===== config.mk =====
export PLATFORM = sky130hd
export DESIGN_NAME = io_bus_controller
export DESIGN_NICKNAME = d
export VERILOG_FILES = /design/src/rtl/io_bus_pkg.sv /design/src/rtl/io_bus_timeout.sv /design/src/rtl/io_bus_controller.sv
export SDC_FILE = /design/constraint.sdc
export NUM_CORES = 1
export LEC_CHECK = 0
export ABC_AREA = 1
export BUFFER_PORTS_ARGS = -buffer_cell sky130_fd_sc_hd__buf_4
export CAP_MARGIN = 20
export CORE_AREA = 4 4 148 150
export CTS_CLUSTER_SIZE = 12
export DETAILED_ROUTE_END_ITERATION = 12
export DIE_AREA = 0 0 152 154
export GPL_ROUTABILITY_DRIVEN = 0
export SKIP_LAST_GASP = 1
export SYNTH_ARGS = -nofsm -noshare
export SYNTH_HDL_FRONTEND = slang
export SYNTH_SLANG_ARGS = --single-unit

===== constraint.sdc =====
create_clock -name Clock -period 2 [get_ports Clock]
set_input_delay 0.2 -clock Clock [delete_from_list [all_inputs] [get_ports Clock]]
set_output_delay 0.2 -clock Clock [all_outputs]
set_load 0.02 [all_outputs]

===== src/rtl/io_bus_pkg.sv =====
// Shared I/O address map: address field positions, device slots
// and sequencer state encoding for the I/O bus controller.
package io_bus_pkg;

   localparam int ADDR_W   = 7;
   localparam int DEV_LSB  = 4;
   localparam int DEV_W    = 3;
   localparam int REG_LSB  = 0;
   localparam int REG_W    = 4;
   localparam int NUM_SLOT = 8;
   localparam int NUM_DEVS = 4;

   localparam logic [DEV_W-1:0] DEV_TIMER = 3'd0;
   localparam logic [DEV_W-1:0] DEV_GPIO  = 3'd1;
   localparam logic [DEV_W-1:0] DEV_UART  = 3'd2;
   localparam logic [DEV_W-1:0] DEV_SPI   = 3'd3;

   typedef enum logic [1:0] {
      ST_IDLE   = 2'd0,
      ST_ACCESS = 2'd1,
      ST_DONE   = 2'd2
   } bus_state_t;

   function automatic logic [NUM_SLOT-1:0] dev_onehot(
      input logic [DEV_W-1:0] dev
   );
      return NUM_SLOT'(1) << dev;
   endfunction

   // Slots at or above NUM_DEVS are reserved and answer with an error.
   function automatic logic dev_reserved(
      input logic [DEV_W-1:0] dev
   );
      return dev >= DEV_W'(NUM_DEVS);
   endfunction

endpackage


===== src/rtl/io_bus_timeout.sv =====
// Wait counter for ACCESS: counts enabled cycles, flags expiry on the
// LIMIT-th one. Ports: clk, rst_n, clear, enable -> expired.
module io_bus_timeout #(
   parameter int LIMIT = 64
) (
   input  logic clk,
   input  logic rst_n,
   input  logic clear,
   input  logic enable,
   output logic expired
);

   localparam int CW = $clog2(LIMIT + 1);

   logic [CW-1:0] cnt;

   always_ff @(posedge clk or negedge rst_n) begin
      if (!rst_n) begin
         cnt <= '0;
      end else if (clear) begin
         cnt <= '0;
      end else if (enable) begin
         cnt <= cnt + CW'(1);
      end
   end

   // Combinational so the FSM leaves ACCESS after exactly LIMIT cycles.
   assign expired = enable && (cnt == CW'(LIMIT - 1));

endmodule


===== src/rtl/io_bus_controller.sv =====
// Sequencer from the CPU load/store port onto the I/O peripheral bus:
// address decode, one transaction per request, ready handshake, data
// steering and bus-error reporting for reserved slots.
// Ports: Clock/Reset_n; CPU side IoReq/IoWrite/IoAddr/IoWrData ->
// IoRdData/IoDone/IoErr/IoBusy; device side DevSel/RegAddr/DevWrEn/
// DevRdEn/DevWrData, DevRdData/DevReady.
// Option: define IO_BUS_TIMEOUT_EN to abort ACCESS after TIMEOUT_CYCLES.
module io_bus_controller
   import io_bus_pkg::*;
#(
   parameter int TIMEOUT_CYCLES = 64,
   parameter int DATA_W         = 32
) (
   input  logic                         Clock,
   input  logic                         Reset_n,
   input  logic                         IoReq,
   input  logic                         IoWrite,
   input  logic [ADDR_W-1:0]            IoAddr,
   input  logic [DATA_W-1:0]            IoWrData,
   output logic [DATA_W-1:0]            IoRdData,
   output logic                         IoDone,
   output logic                         IoErr,
   output logic                         IoBusy,
   output logic [NUM_SLOT-1:0]          DevSel,
   output logic [REG_W-1:0]             RegAddr,
   output logic                         DevWrEn,
   output logic                         DevRdEn,
   output logic [DATA_W-1:0]            DevWrData,
   input  logic [NUM_SLOT*DATA_W-1:0]   DevRdData,
   input  logic [NUM_SLOT-1:0]          DevReady
);

   bus_state_t state, state_nx;

   logic              wr_q;
   logic [DEV_W-1:0]  dev_q;
   logic [REG_W-1:0]  reg_q;
   logic [DATA_W-1:0] wdata_q;
   logic [DATA_W-1:0] rd_q;
   logic              err_q;

   logic [DEV_W-1:0]  req_dev;
   logic              req_rsvd;
   logic              in_access;
   logic              ready_sel;
   logic              expired;
   logic [DATA_W-1:0] rd_slice;

   assign req_dev   = IoAddr[DEV_LSB +: DEV_W];
   assign req_rsvd  = dev_reserved(req_dev);
   assign in_access = (state == ST_ACCESS);
   assign ready_sel = DevReady[dev_q];

   always_comb begin
      rd_slice = '0;
      for (int i = 0; i < NUM_SLOT; i++) begin
         if (dev_q == DEV_W'(i)) begin
            rd_slice = DevRdData[i*DATA_W +: DATA_W];
         end
      end
   end

`ifdef IO_BUS_TIMEOUT_EN
   io_bus_timeout #(
      .LIMIT (TIMEOUT_CYCLES)
   ) u_timeout (
      .clk     (Clock),
      .rst_n   (Reset_n),
      .clear   (!in_access),
      .enable  (in_access),
      .expired (expired)
   );
`else
   logic unused_timeout_cfg;
   assign unused_timeout_cfg = ^TIMEOUT_CYCLES;
   assign expired = 1'b0;
`endif

   always_ff @(posedge Clock or negedge Reset_n) begin
      if (!Reset_n) begin
         state <= ST_IDLE;
      end else begin
         state <= state_nx;
      end
   end

   always_comb begin
      state_nx = state;
      unique case (state)
         ST_IDLE: begin
            if (IoReq) begin
               state_nx = req_rsvd ? ST_DONE : ST_ACCESS;
            end
         end
         ST_ACCESS: begin
            if (ready_sel || expired) begin
               state_nx = ST_DONE;
            end
         end
         ST_DONE: begin
            state_nx = ST_IDLE;
         end
         default: begin
            state_nx = ST_IDLE;
         end
      endcase
   end

   always_ff @(posedge Clock or negedge Reset_n) begin
      if (!Reset_n) begin
         wr_q    <= 1'b0;
         dev_q   <= '0;
         reg_q   <= '0;
         wdata_q <= '0;
         rd_q    <= '0;
         err_q   <= 1'b0;
      end else begin
         if (state == ST_IDLE && IoReq) begin
            wr_q    <= IoWrite;
            dev_q   <= req_dev;
            reg_q   <= IoAddr[REG_LSB +: REG_W];
            wdata_q <= IoWrData;
            rd_q    <= '0;
            err_q   <= req_rsvd;
         end else if (in_access) begin
            // Ready beats a same-cycle timeout.
            if (ready_sel) begin
               rd_q  <= wr_q ? '0 : rd_slice;
               err_q <= 1'b0;
            end else if (expired) begin
               rd_q  <= '0;
               err_q <= 1'b1;
            end
         end
      end
   end

   assign DevSel    = in_access ? dev_onehot(dev_q) : '0;
   assign DevWrEn   = in_access && wr_q;
   assign DevRdEn   = in_access && !wr_q;
   assign RegAddr   = reg_q;
   assign DevWrData = wdata_q;

   assign IoDone   = (state == ST_DONE);
   assign IoErr    = IoDone && err_q;
   assign IoRdData = IoDone ? rd_q : '0;
   assign IoBusy   = (state != ST_IDLE);

endmodule

-- Word-level counts from Yosys, hierarchy flattened
Cells that the tools add are included.
- bits in registers: 75
- bits in latches: 0
- bits in writable memories: 0
- bits in read-only memories: 0
- input bits: 307
- output and inout bits: 81
- logic and storage cells: 56
- memories: 0
- $add $sub $neg: 0
- $mul: 0
- div/mod/pow operators: 0
- magnitude comparators: 2
- equality and inequality tests: 11
- shifts and indexed selects: 1
- mux-type cells: 23
- bitwise logic cells: 0
- reduce and logical (&&, ||, !) cells: 12
- operator list (kind ; number):
    32-bit 2-to-1 mux ; 13
    3-bit == test, second input constant ; 4
    8-bit 2-to-1 mux ; 1
    1-bit by 3-bit left shift with 8-bit output, first input constant ; 1
    3-bit by 2-bit == test with 1-bit output, second input constant ; 2
    2-bit 2-to-1 mux ; 3
    2-bit nonzero test ; 3
    1-bit logical AND ; 4
    3-bit by 4-bit < comparator with 1-bit output, second input constant ; 1
    1-bit 2-to-1 mux ; 4
    2-bit one-hot mux with 2 select lines ; 1
    2-bit AND reduction ; 2
    1-bit binary-select mux with 3-bit select ; 1
    3-bit by 1-bit == test with 1-bit output, second input constant ; 1
    3-bit greater-or-equal comparator, second input constant ; 1
    3-bit zero test ; 1
    2-bit by 1-bit == test with 1-bit output, second input constant ; 1
    2-bit == test, second input constant ; 1
    2-bit zero test ; 1
    2-bit by 1-bit != test with 1-bit output, second input constant ; 1
    2-bit != test, second input constant ; 1
    1-bit zero test ; 1

-- Depth between registers and ports, before layout
Gate-level depths: netlist of run 1.
- depth in word-level cells: 13
- depth in mapped cells: 11
- mapped depth without buffers: 10

-- Worst setup path before layout of run 1
Ideal clock, no wire load.
- path type: reg2out
- from: reg dev_q[2]
- to: out DevSel[4]
- arrival time: 1.565 ns
- required time: 1.800 ns
- slack: 0.235 ns
- cell stages (with the launch flop): 5
- path buffers: 2
- path through: dfrtp_1 > inv_2 > buf_2 > clkbuf_1 > nor4_1
- cells in the longest elaborated chain, start to end: 2
- RTL lines (what ; RTL line ; RTL):
    start, declared ; io_bus_controller.sv:36 ; logic [DEV_W-1:0] dev_q;
    start signal, assigned ; io_bus_controller.sv:120 ; dev_q <= req_dev;
    1-bit by 3-bit left shift with 8-bit output ; io_bus_pkg.sv:27 ; return NUM_SLOT'(1) << dev;
    8-bit 2-to-1 mux ; io_bus_controller.sv:138 ; assign DevSel = in_access ? dev_onehot(dev_q) : '0;
    end, declared ; io_bus_controller.sv:24 ; output logic [NUM_SLOT-1:0] DevSel,
No other way between the ends.

-- Worst setup path after layout of run 1
- from: reg dev_q[1]
- to: out DevSel[7]
Same word-level chain as after synthesis.

==> results.py, run 1 <==
metrics = {
    "status": {
        "status": "finished clean",
    },
    "synth": {
        "ys.warnings.count": 0,
        "syn_avg_cell_area_um2": 5.86,
        "synth.most_common_cell": "nand2_1",
        "synth_top_area_cell": "dfrtp_1",
        "synth-async-reset-ratio_pct": 100,
        "syn_area_um2": 5340,
        "yosys-top-cells-count": "nand2_1, nor2_1, nand3_1",
        "synth-edff-count": 0,
        "yosysTopAreaCellShare_pct": 35.1,
        "synthCells": 912,
        "synthDistinctLibCells": 21,
        "seq_area_frac_synth_pct": 35.1,
        "synth-main-ff-cell": "dfrtp_1",
        "ys_ff_latch": 75,
        "synth_fp_nets": 1219,
        "synth_area_leaders": "dfrtp_1, nand2_1, nor2_1",
    },
    "die": {
        "start_util_pct": 25.8,
        "io_pins": 388,
        "die_h_um": 154,
        "coreArea_um2": 20700,
        "num_rows": 53,
        "die_x_um": 152,
        "die_area_um2": 23400,
    },
    "clock_tree": {
        "cts.sinks": 75,
        "htree_levels": 3,
        "clk_path_buf_depth": 2,
        "cts_tree": "done",
        "worstSkewPairLatency_ns": 0.35,
        "clk_transition_reported_paths_ns": 0.08,
        "ctsRootBufferMaster": "clkbuf_16",
        "cts_made_buffers": 9,
    },
    "power_and_ir_drop": {
        "ir_drop_uv": 605,
        "p_per_area_nw_per_um2": 1200,
        "power.leakage_nw": 5.07,
    },
    "final_layout": {
        "fillerInstances": 2262,
        "seq_area_um2": 1880,
        "multiInputGateArea_um2": 2980,
        "area_growth_pct": 70.1,
        "fin_cells": 1573,
        "drive_above_1_share_pct": 35.3,
        "nets": 1599,
    },
    "setup_path": {
        "path_cells": "buf_4 > nand2_1 > nor2_4 > inv_1 > buf_12 > nor2_1 > buf_4",
        "crit_path_start_kind": "register",
        "path_common_cell": "buf_4",
        "slowest_delay_ns": 0.42,
        "crit_type": "reg2out",
        "critPathCaptureType": "primary output",
        "critPathRequiredTime_ns": 1.80,
        "crit_path_top_delay_cell": "dfrtp_2",
        "cp_max_fo": 33,
        "critPathArrivalTime_ns": 1.71,
        "path_buf_inv": 4,
        "crit_path_start": "dev_q[1]",
        "crit_family": "buffers and inverters",
        "r2r_start": "dev_q[1]",
    },
    "route": {
        "dr_total_vias": 7359,
        "wl_per_cell_um": 18.7,
        "vias_per_cell": 4.68,
        "drc": 0,
        "drt_iter0_markers": 472,
        "first_pass_iters": 5,
        "antenna_left": 0,
        "routed_wl_um": 29400,
    },
    "placement": {
        "dp_cells": 1555,
        "io_buffers": 387,
        "dp.final_hpwl_um": 23600,
    },
    "sta": {
        "worst_pin_slew_ns": 0.609,
        "fin_skew_ns": 0.0124,
        "rsz0062_at_grt": "no",
        "fin_crit_ns": 1.91,
        "hold_violations": 0,
        "final.period_utilization_pct": 95.5,
        "setup_tns_ns": 0,
        "setup_viol": 0,
        "report.final.slew_viol_count": 0,
        "maxSlewHeadroom_pct": 59.3,
        "fmax_ghz": 0.523,
    },
    "hold_path": {
        "hp-class": "in2reg",
        "min_from": "IoWrData[19]",
    },
    "global_routing": {
        "grtUsageTotal_pct": 24.3,
        "antenna_found_initial": 0,
        "grt_pass1_wl_um": 44400,
        "grt_pass1_vias": 7628,
        "grt_max_degree": 47,
        "grt_overflow": 0,
    },
    "job": {
        "maxCapViolCount": 0,
    },
}
==> path summary, 6_finish.rpt <==
check                                     end  slack [ns]  cells past startpoint
worst max-delay path                DevSel[7]        0.09                      7
worst min-delay path            DevWrData[19]        0.04                      3
worst max register to register       rd_q[19]        0.16                     10
worst min register to register     RegAddr[0]        0.47                      2
max in group asynchronous            dev_q[2]        0.98                      3
min in group asynchronous            rd_q[27]        0.36                      2
==> placed cells by master, fill, tap and decap left out, types with 3 or more instances in the layout <==
cell       synthesis  final
a21oi_1           42     42
buf_12             0      8
buf_4              2    412
clkbuf_16          0      9
dfrtp_1           75     72
dfrtp_2            0      3
inv_1             80     80
inv_2              5      3
inv_6              0      3
nand2_1          333    333
nand3_1          109    108
nand4_1           23     23
nor2_1           177    170
nor2_4             1      8
nor3_1             3      3
o21ai_0            4      4
==> tightest hold or removal path: cells and delay by family <==
| family | cells | cell delay [ns] |
|---|---|---|
| buf+inv | 1 | 0.07 |
| simple gates | 2 | 0.09 |
==> through the flow <==
stage          area, um2  setup slack, ns  utilization, %  hold slack [ns]  power, W
5_1_grt             9090           0.0186            43.9           0.0333    0.0118
4_1_cts             9070          0.00306            43.8           0.0236    0.0110
3_5_place_dp        8760         -0.00568            42.3            0.205   0.00931
2_1_floorplan       5340            0.235               -          -0.0956   0.00620
3_3_place_gp        8760           0.0762            42.3            0.202   0.00925
6_report            9090           0.0892            43.9           0.0387    0.0110
==> metal layers <==
layer | up-vias | wire length, um | GRT usage (%) | part of all wire (%)
li1 | 3589 | - | - | -
met4 | 0 | 703 | 6.81 | 2.4
met1 | 3344 | 11000 | 27.8 | 38
met5 | - | 0 | 0 | 0
met3 | 45 | 2390 | 6.08 | 8.1
met2 | 381 | 15300 | 44.9 | 52
==> where the power goes <==
part	internal [W]	total, W	switching [W]	leakage (nW)
registers	0.00211	0.00251	0.000404	0.970
clock network	0.000876	0.00167	0.000796	0.141
logic	0.00250	0.00677	0.00426	3.96
total	0.00549	0.0110	0.00546	5.07
==> registers in the layout, indices dropped and copies added (netlist names) <==
signal,cells
wr_q,1
DevWrData,32
RegAddr,4
rd_q,32
err_q,1
state,2
dev_q,3
==> logic make-up (layout without fill, tap and decap cells) <==
family / after synthesis / count (layout) / share of synthesized area [%]
AO/OA/AOI/OAI: 46 / 46 / 4.31
flip-flops: 75 / 75 / 35.1
AND/OR/NAND/NOR: 653 / 653 / 50.3
buffers and inverters: 138 / 523 / 10.3
other: 0 / 1 / 0
==> final cells by class <==
class	count	share of cell area, %
tap	275	3.79
antenna	1	0.0275
sequential	75	20.7
inverter	86	3.61
clock buffer	9	2.48
multi-input combinational	699	32.8
clock inverter	7	0.716
timing repair buffer	421	35.9
==> what timing repair did <==
item | 4_1_cts | 5_1_grt
endpoints found under the setup margin | 4 | 32
endpoints found under the hold margin | 29 | 0
hold buffers | 1 | 0
pin swaps | 0 | 0
cloned | 0 | 0
gates resized for setup | 3 | 7
buffers inserted | 0 | 0
No activity file was read; power rests on OpenSTA's default activity.
==> inputs of run 2 (changes only) <==
==> constraint.sdc (replaced) <==
create_clock -name Clock -period 2.3 [get_ports Clock]
set_input_delay 0.23 -clock Clock [delete_from_list [all_inputs] [get_ports Clock]]
set_output_delay 0.23 -clock Clock [all_outputs]
set_load 0.02 [all_outputs]
==> results.py, run 2 (synthesis gave the netlist of run 1 again) <==
metrics = {
    "clock_tree": {
        "clk_transition_reported_paths_ns": 0.07,
        "cts.sinks": 75,
        "clk_path_buf_depth": 2,
        "htree_levels": 3,
        "cts_tree": "done",
        "cts_made_buffers": 9,
        "worstSkewPairLatency_ns": 0.35,
        "ctsRootBufferMaster": "clkbuf_16",
    },
    "global_routing": {
        "grt_pass1_wl_um": 43400,
        "grt_max_degree": 49,
        "grtUsageTotal_pct": 23.7,
        "grt_pass1_vias": 7511,
        "antenna_found_initial": 0,
        "grt_overflow": 0,
    },
    "final_layout": {
        "fillerInstances": 2306,
        "area_growth_pct": 68.3,
        "final_common_cell": "buf_4",
        "nets": 1590,
        "design_area_um2": 8990,
        "antenna_cells": 0,
        "utilization_pct": 43.5,
        "final_cell_mix": "buf_4, nand2_1, nor2_1",
        "drive_above_1_share_pct": 34.5,
    },
    "sta": {
        "worst_pin_slew_ns": 0.611,
        "fin_crit_ns": 2.20,
        "fin_skew_ns": 0.00760,
        "setup_viol": 0,
        "setup_slack_ns": 0.100,
        "setup_tns_ns": 0,
        "maxSlewHeadroom_pct": 59.1,
        "final.period_utilization_pct": 95.7,
        "rsz0062_at_grt": "no",
        "fmax_ghz": 0.455,
        "report.final.slew_viol_count": 0,
        "hold_violations": 0,
    },
    "setup_path": {
        "crit_type": "reg2out",
        "r2r_start": "dev_q[1]",
        "critPathRequiredTime_ns": 2.07,
        "path_cells": "inv_2 > nand3_1 > nor2_1 > buf_4",
        "path_buf_inv": 2,
        "crit_path_start_kind": "register",
        "crit_path_top_delay_cell": "dfrtp_1",
        "crit_path_start": "dev_q[2]",
        "crit_family": "simple AND/OR/NAND/NOR gates",
        "cp_max_fo": 10,
        "critPathCaptureType": "primary output",
        "slowest_delay_ns": 0.51,
        "critPathArrivalTime_ns": 1.97,
    },
    "power_and_ir_drop": {
        "p_per_area_nw_per_um2": 1050,
        "ir_drop_uv": 468,
        "power.leakage_nw": 5.02,
    },
    "route": {
        "wl_per_cell_um": 18.4,
        "dr_total_vias": 7303,
        "routed_wl_um": 28800,
        "drt_iter0_markers": 420,
        "first_pass_iters": 5,
        "drc": 0,
        "antenna_left": 0,
        "vias_per_cell": 4.67,
    },
    "die": {
        "num_rows": 53,
        "die_x_um": 152,
        "start_util_pct": 25.8,
        "die_area_um2": 23400,
        "die_h_um": 154,
        "io_pins": 388,
        "coreArea_um2": 20700,
    },
    "job": {
        "maxCapViolCount": 0,
    },
    "hold_path": {
        "hp-class": "in2reg",
        "min_from": "IoWrData[14]",
    },
    "placement": {
        "post_dp_cell_area_um2": 8650,
        "io_buffers": 387,
        "post-place-ws_ns": 0.117,
        "dp.final_hpwl_um": 23000,
    },
    "status": {
        "status": "finished clean",
    },
}
run 2: changes by cell type in the layout (fill, tap and decap cells not counted), moves of 2 or more:
cell        before  now
dfrtp_2          3    0
buf_12           8    6
inv_4            2    0
buf_4          412  405
inv_2            3    5
clkinvlp_4       1    3
dfrtp_1         72   75
run 2: per-stage QoR:
step / power, W / instances / hold WS [ns]
2_1_floorplan: 0.00539 / 912 / -0.0656
3_3_place_gp: 0.00796 / 1544 / 0.284
3_5_place_dp: 0.00801 / 1544 / 0.280
4_1_cts: 0.00954 / 1561 / 0.0678
5_1_grt: 0.0102 / 1563 / 0.0709
6_report: 0.00948 / 1563 / 0.0790
run 2: worst paths after layout:
| check | endpoint | slack [ns] | cells after the start |
|---|---|---|---|
| setup / recovery | DevSel[2] | 0.10 | 4 |
| hold / removal | DevWrData[14] | 0.08 | 3 |
| setup reg to reg | rd_q[23] | 0.22 | 9 |
| hold reg to reg | DevWrData[11] | 0.47 | 2 |
| max in group asynchronous | err_q | 1.21 | 3 |
| min in group asynchronous | DevWrData[30] | 0.44 | 2 |
run 2: layout make-up:
| cell class | instances | area (um2) | area share, % |
|---|---|---|---|
| well taps | 275 | 344 | 3.83 |
| repair buffers | 412 | 3170 | 35.2 |
| clock inverters | 7 | 82.6 | 0.918 |
| flip-flops and latches | 75 | 1880 | 20.9 |
| multi-input cells | 699 | 2970 | 33.0 |
| clock buffers | 9 | 225 | 2.50 |
| inverters | 86 | 327 | 3.63 |
run 2: layer usage:
layer | track usage [%] | vias up | part of all wire [%]
met2 | 43.5 | 326 | 51
met1 | 27.0 | 3360 | 39
li1 | - | 3576 | -
met4 | 6.25 | 0 | 2.6
met3 | 6.73 | 41 | 7.3
met5 | 0 | - | 0
run 2: where the power goes:
| part | internal (W) | switching [W] |
|---|---|---|
| logic | 0.00206 | 0.00374 |
| clock network | 0.000860 | 0.000636 |
| registers | 0.00183 | 0.000361 |
| total | 0.00475 | 0.00474 |
run 2: repair_timing:
item                       in CTS  in global routing
setup endpoints to repair       0                 25
hold endpoints to repair       37                  0
hold buffers                    1                  0
setup buffers                   0                  2
gates resized for setup         0                  3
run 2: worst min-delay path: stages:
cell and delay (ns):
buf_4 0.08, nand2_1 0.04, nand2_1 0.05
==> inputs of run 3 (changes only) <==
--- a/config.mk
+++ b/config.mk
@@ -5,14 +5,16 @@
 export SDC_FILE = /design/constraint.sdc
 export NUM_CORES = 1
 export LEC_CHECK = 0
-export ABC_AREA = 1
+export ABC_AREA = 0
 export BUFFER_PORTS_ARGS = -buffer_cell sky130_fd_sc_hd__buf_4
 export CAP_MARGIN = 20
-export CORE_AREA = 4 4 148 150
+export CORE_AREA = 4 4 149 151
 export CTS_CLUSTER_SIZE = 12
 export DETAILED_ROUTE_END_ITERATION = 12
-export DIE_AREA = 0 0 152 154
+export DIE_AREA = 0 0 153 155
 export GPL_ROUTABILITY_DRIVEN = 0
+export GPL_TIMING_DRIVEN = 1
+export PLACE_DENSITY = 0.63
 export SKIP_LAST_GASP = 1
 export SYNTH_ARGS = -nofsm -noshare
 export SYNTH_HDL_FRONTEND = slang
==> results.py, run 3 <==
metrics = {
    "die": {
        "die_area_um2": 23700,
        "num_rows": 53,
        "die_h_um": 155,
        "io_pins": 388,
        "die_x_um": 153,
        "start_util_pct": 28.8,
        "coreArea_um2": 20800,
    },
    "power_and_ir_drop": {
        "clkPwrFrac_pct": 14.8,
        "internal_power_w": 0.00554,
        "p_seq_share_pct": 20.5,
        "combPwrFrac_pct": 64.6,
        "ir_drop_uv": 714,
        "switchingPower_w": 0.00479,
        "power.leakage_nw": 4.69,
        "p_per_area_nw_per_um2": 1090,
        "p_sw_share_pct": 46.4,
    },
    "route": {
        "dr_total_vias": 6631,
        "antenna_left": 0,
        "vias_per_cell": 4.89,
        "drc": 0,
        "wl_per_cell_um": 18.9,
        "drt_iter0_markers": 354,
        "first_pass_iters": 4,
        "routed_wl_um": 25700,
    },
    "sta": {
        "fmax_ghz": 0.490,
        "worst_pin_slew_ns": 0.716,
        "fin_skew_ns": 0.0143,
        "final.period_utilization_pct": 88.7,
        "hold_violations": 0,
        "hold-worst-slack_ns": 0.0647,
        "maxSlewHeadroom_pct": 52.2,
        "report.final.slew_viol_count": 0,
        "rsz0062_at_grt": "no",
        "fin_crit_ns": 2.04,
        "setup_tns_ns": 0,
        "setup_viol": 0,
    },
    "setup_path": {
        "cp_max_fo": 32,
        "r2r_cells": 4,
        "crit_path_top_delay_cell": "dfrtp_4",
        "critPathArrivalTime_ns": 2.27,
        "path_buf_inv": 0,
        "crit_type": "reg2reg",
        "path_cells": "nand2b_1 > o22a_2 > nand3_4 > o32ai_1",
        "crit_family": "compound AO/OA/AOI/OAI gates",
        "crit_path_start_kind": "register",
        "critPathCaptureType": "register",
        "critPathRequiredTime_ns": 2.53,
        "r2r_end": "rd_q[19]",
        "slowest_delay_ns": 0.58,
        "r2r_slack_ns": 0.26,
        "r2r_start": "dev_q[0]",
    },
    "synth": {
        "synth-main-ff-cell": "dfrtp_1",
        "synth_fp_nets": 1023,
        "ys.warnings.count": 0,
        "synth_top_area_cell": "dfrtp_1",
        "synthDistinctLibCells": 36,
        "yosys-top-cells-count": "nand2_1, dfrtp_1, nor2_1",
        "synth-async-reset-ratio_pct": 100,
        "syn_avg_cell_area_um2": 8.37,
        "synthCells": 716,
        "synth_area_leaders": "dfrtp_1, mux2i_1, nand2_1",
        "synth.most_common_cell": "nand2_1",
        "synth-edff-count": 0,
        "seq_area_frac_synth_pct": 31.3,
        "yosysTopAreaCellShare_pct": 31.3,
        "syn_area_um2": 5990,
        "ys_ff_latch": 75,
    },
    "final_layout": {
        "drive_above_1_share_pct": 45.8,
        "nets": 1384,
        "design_area_um2": 9460,
        "fillerInstances": 2105,
        "antenna_cells": 0,
        "fin_cells": 1357,
        "final_cell_mix": "buf_4, nand2_1, dfrtp_1",
        "area_growth_pct": 57.8,
        "final_common_cell": "buf_4",
    },
    "global_routing": {
        "grt_overflow": 0,
        "grtUsageTotal_pct": 20.7,
        "grt_pass1_wl_um": 39000,
        "grt_pass1_vias": 6816,
        "grt_max_degree": 87,
        "antenna_found_initial": 0,
    },
    "job": {
        "maxCapViolCount": 0,
    },
    "clock_tree": {
        "cts_made_buffers": 9,
        "clk_path_buf_depth": 2,
        "ctsRootBufferMaster": "clkbuf_16",
        "worstSkewPairLatency_ns": 0.35,
        "clk_transition_reported_paths_ns": 0.07,
        "htree_levels": 3,
        "cts_tree": "done",
        "cts.sinks": 75,
    },
    "hold_path": {
        "min_from": "IoWrData[15]",
        "holdPathEnd": "DevWrData[15]",
        "hp-class": "in2reg",
        "hold_depth": 3,
    },
    "status": {
        "status": "finished clean",
    },
    "placement": {
        "dp_cells": 1340,
        "post_dp_cell_area_um2": 9130,
        "dp.final_hpwl_um": 19700,
        "io_buffers": 387,
    },
}
run 3: cell count changes after synthesis, moves of 27 or more:
cell,change
nor2_1,-111
a2bb2oi_1,+31
mux2i_1,+63
and2_1,+36
nand2_1,-209
o22ai_1,+31
o21ai_0,+31
inv_1,-44
mux2_2,+35
nand3_1,-108
nand2b_1,+27
run 3: final cells by class:
type	count	area, um2	share of cell area, %
Inverter	36	135	1.43
Clock buffer	9	225	2.38
Tap cell	275	344	3.64
Sequential cell	75	1880	19.9
Clock inverter	7	88.8	0.939
Timing Repair Buffer	413	3130	33.1
Multi-Input combinational cell	542	3650	38.6
run 3: what timing repair did:
item                                    4_1_cts  5_1_grt
setup buffers                                 0        0
hold buffers                                  1        0
endpoints found under the setup margin        0        1
endpoints found under the hold margin        46        0
gates resized for setup                       0        1
run 3: worst max-delay path by stage:
stage / startpoint / end / slack [ns] / cells past startpoint
2_1_floorplan: dev_q[1] / DevSel[0] / 0.40 / 5
3_3_place_gp: dev_q[1] / DevSel[0] / 0.36 / 3
3_5_place_dp: dev_q[0] / rd_q[19] / 0.26 / 4
4_1_cts: dev_q[1] / DevSel[0] / 0.01 / 3
5_1_grt: dev_q[0] / rd_q[13] / 0.09 / 4
6_report: dev_q[0] / rd_q[19] / 0.26 / 4
run 3: worst min-delay path, stage by stage:
cell and delay [ns]:
buf_4 0.07, nand2_1 0.04, nand2_1 0.04
run 3: cell families after synthesis:
logic type / after synthesis / share of synthesized area (%)
AOI/OAI and AO/OA: 169 / 22.2
muxes: 100 / 17.6
buffers and inverters: 99 / 8.08
DFF: 75 / 31.3
and+or+nand+nor: 273 / 20.8
run 3: power groups by stage:
stage	clock, W	combinational [W]	sequential (W)
2_1_floorplan	0	0.00427	0.00239
5_1_grt	0.00164	0.00724	0.00219
4_1_cts	0.00159	0.00672	0.00212
6_report	0.00153	0.00668	0.00212
3_3_place_gp	0	0.00666	0.00212
3_5_place_dp	0	0.00671	0.00213
run 3: metal layers:
| layer | track usage, % | part of all wire, % | vias up |
|---|---|---|---|
| met3 | 6.09 | 7.5 | 25 |
| li1 | - | - | 3212 |
| met5 | 0 | 0 | - |
| met1 | 25.0 | 41 | 3118 |
| met2 | 36.3 | 50 | 276 |
| met4 | 5.26 | 1.8 | 0 |
run 3: stage by stage:
step	worst slack (ns)	total power, W	util (%)
after detailed placement	0.263	0.00884	43.8
final	0.260	0.0103	45.4
after CTS	0.0105	0.0104	45.4
after global placement	0.355	0.00878	43.8
after floorplan	0.403	0.00666	-
after global routing	0.0921	0.0111	45.4
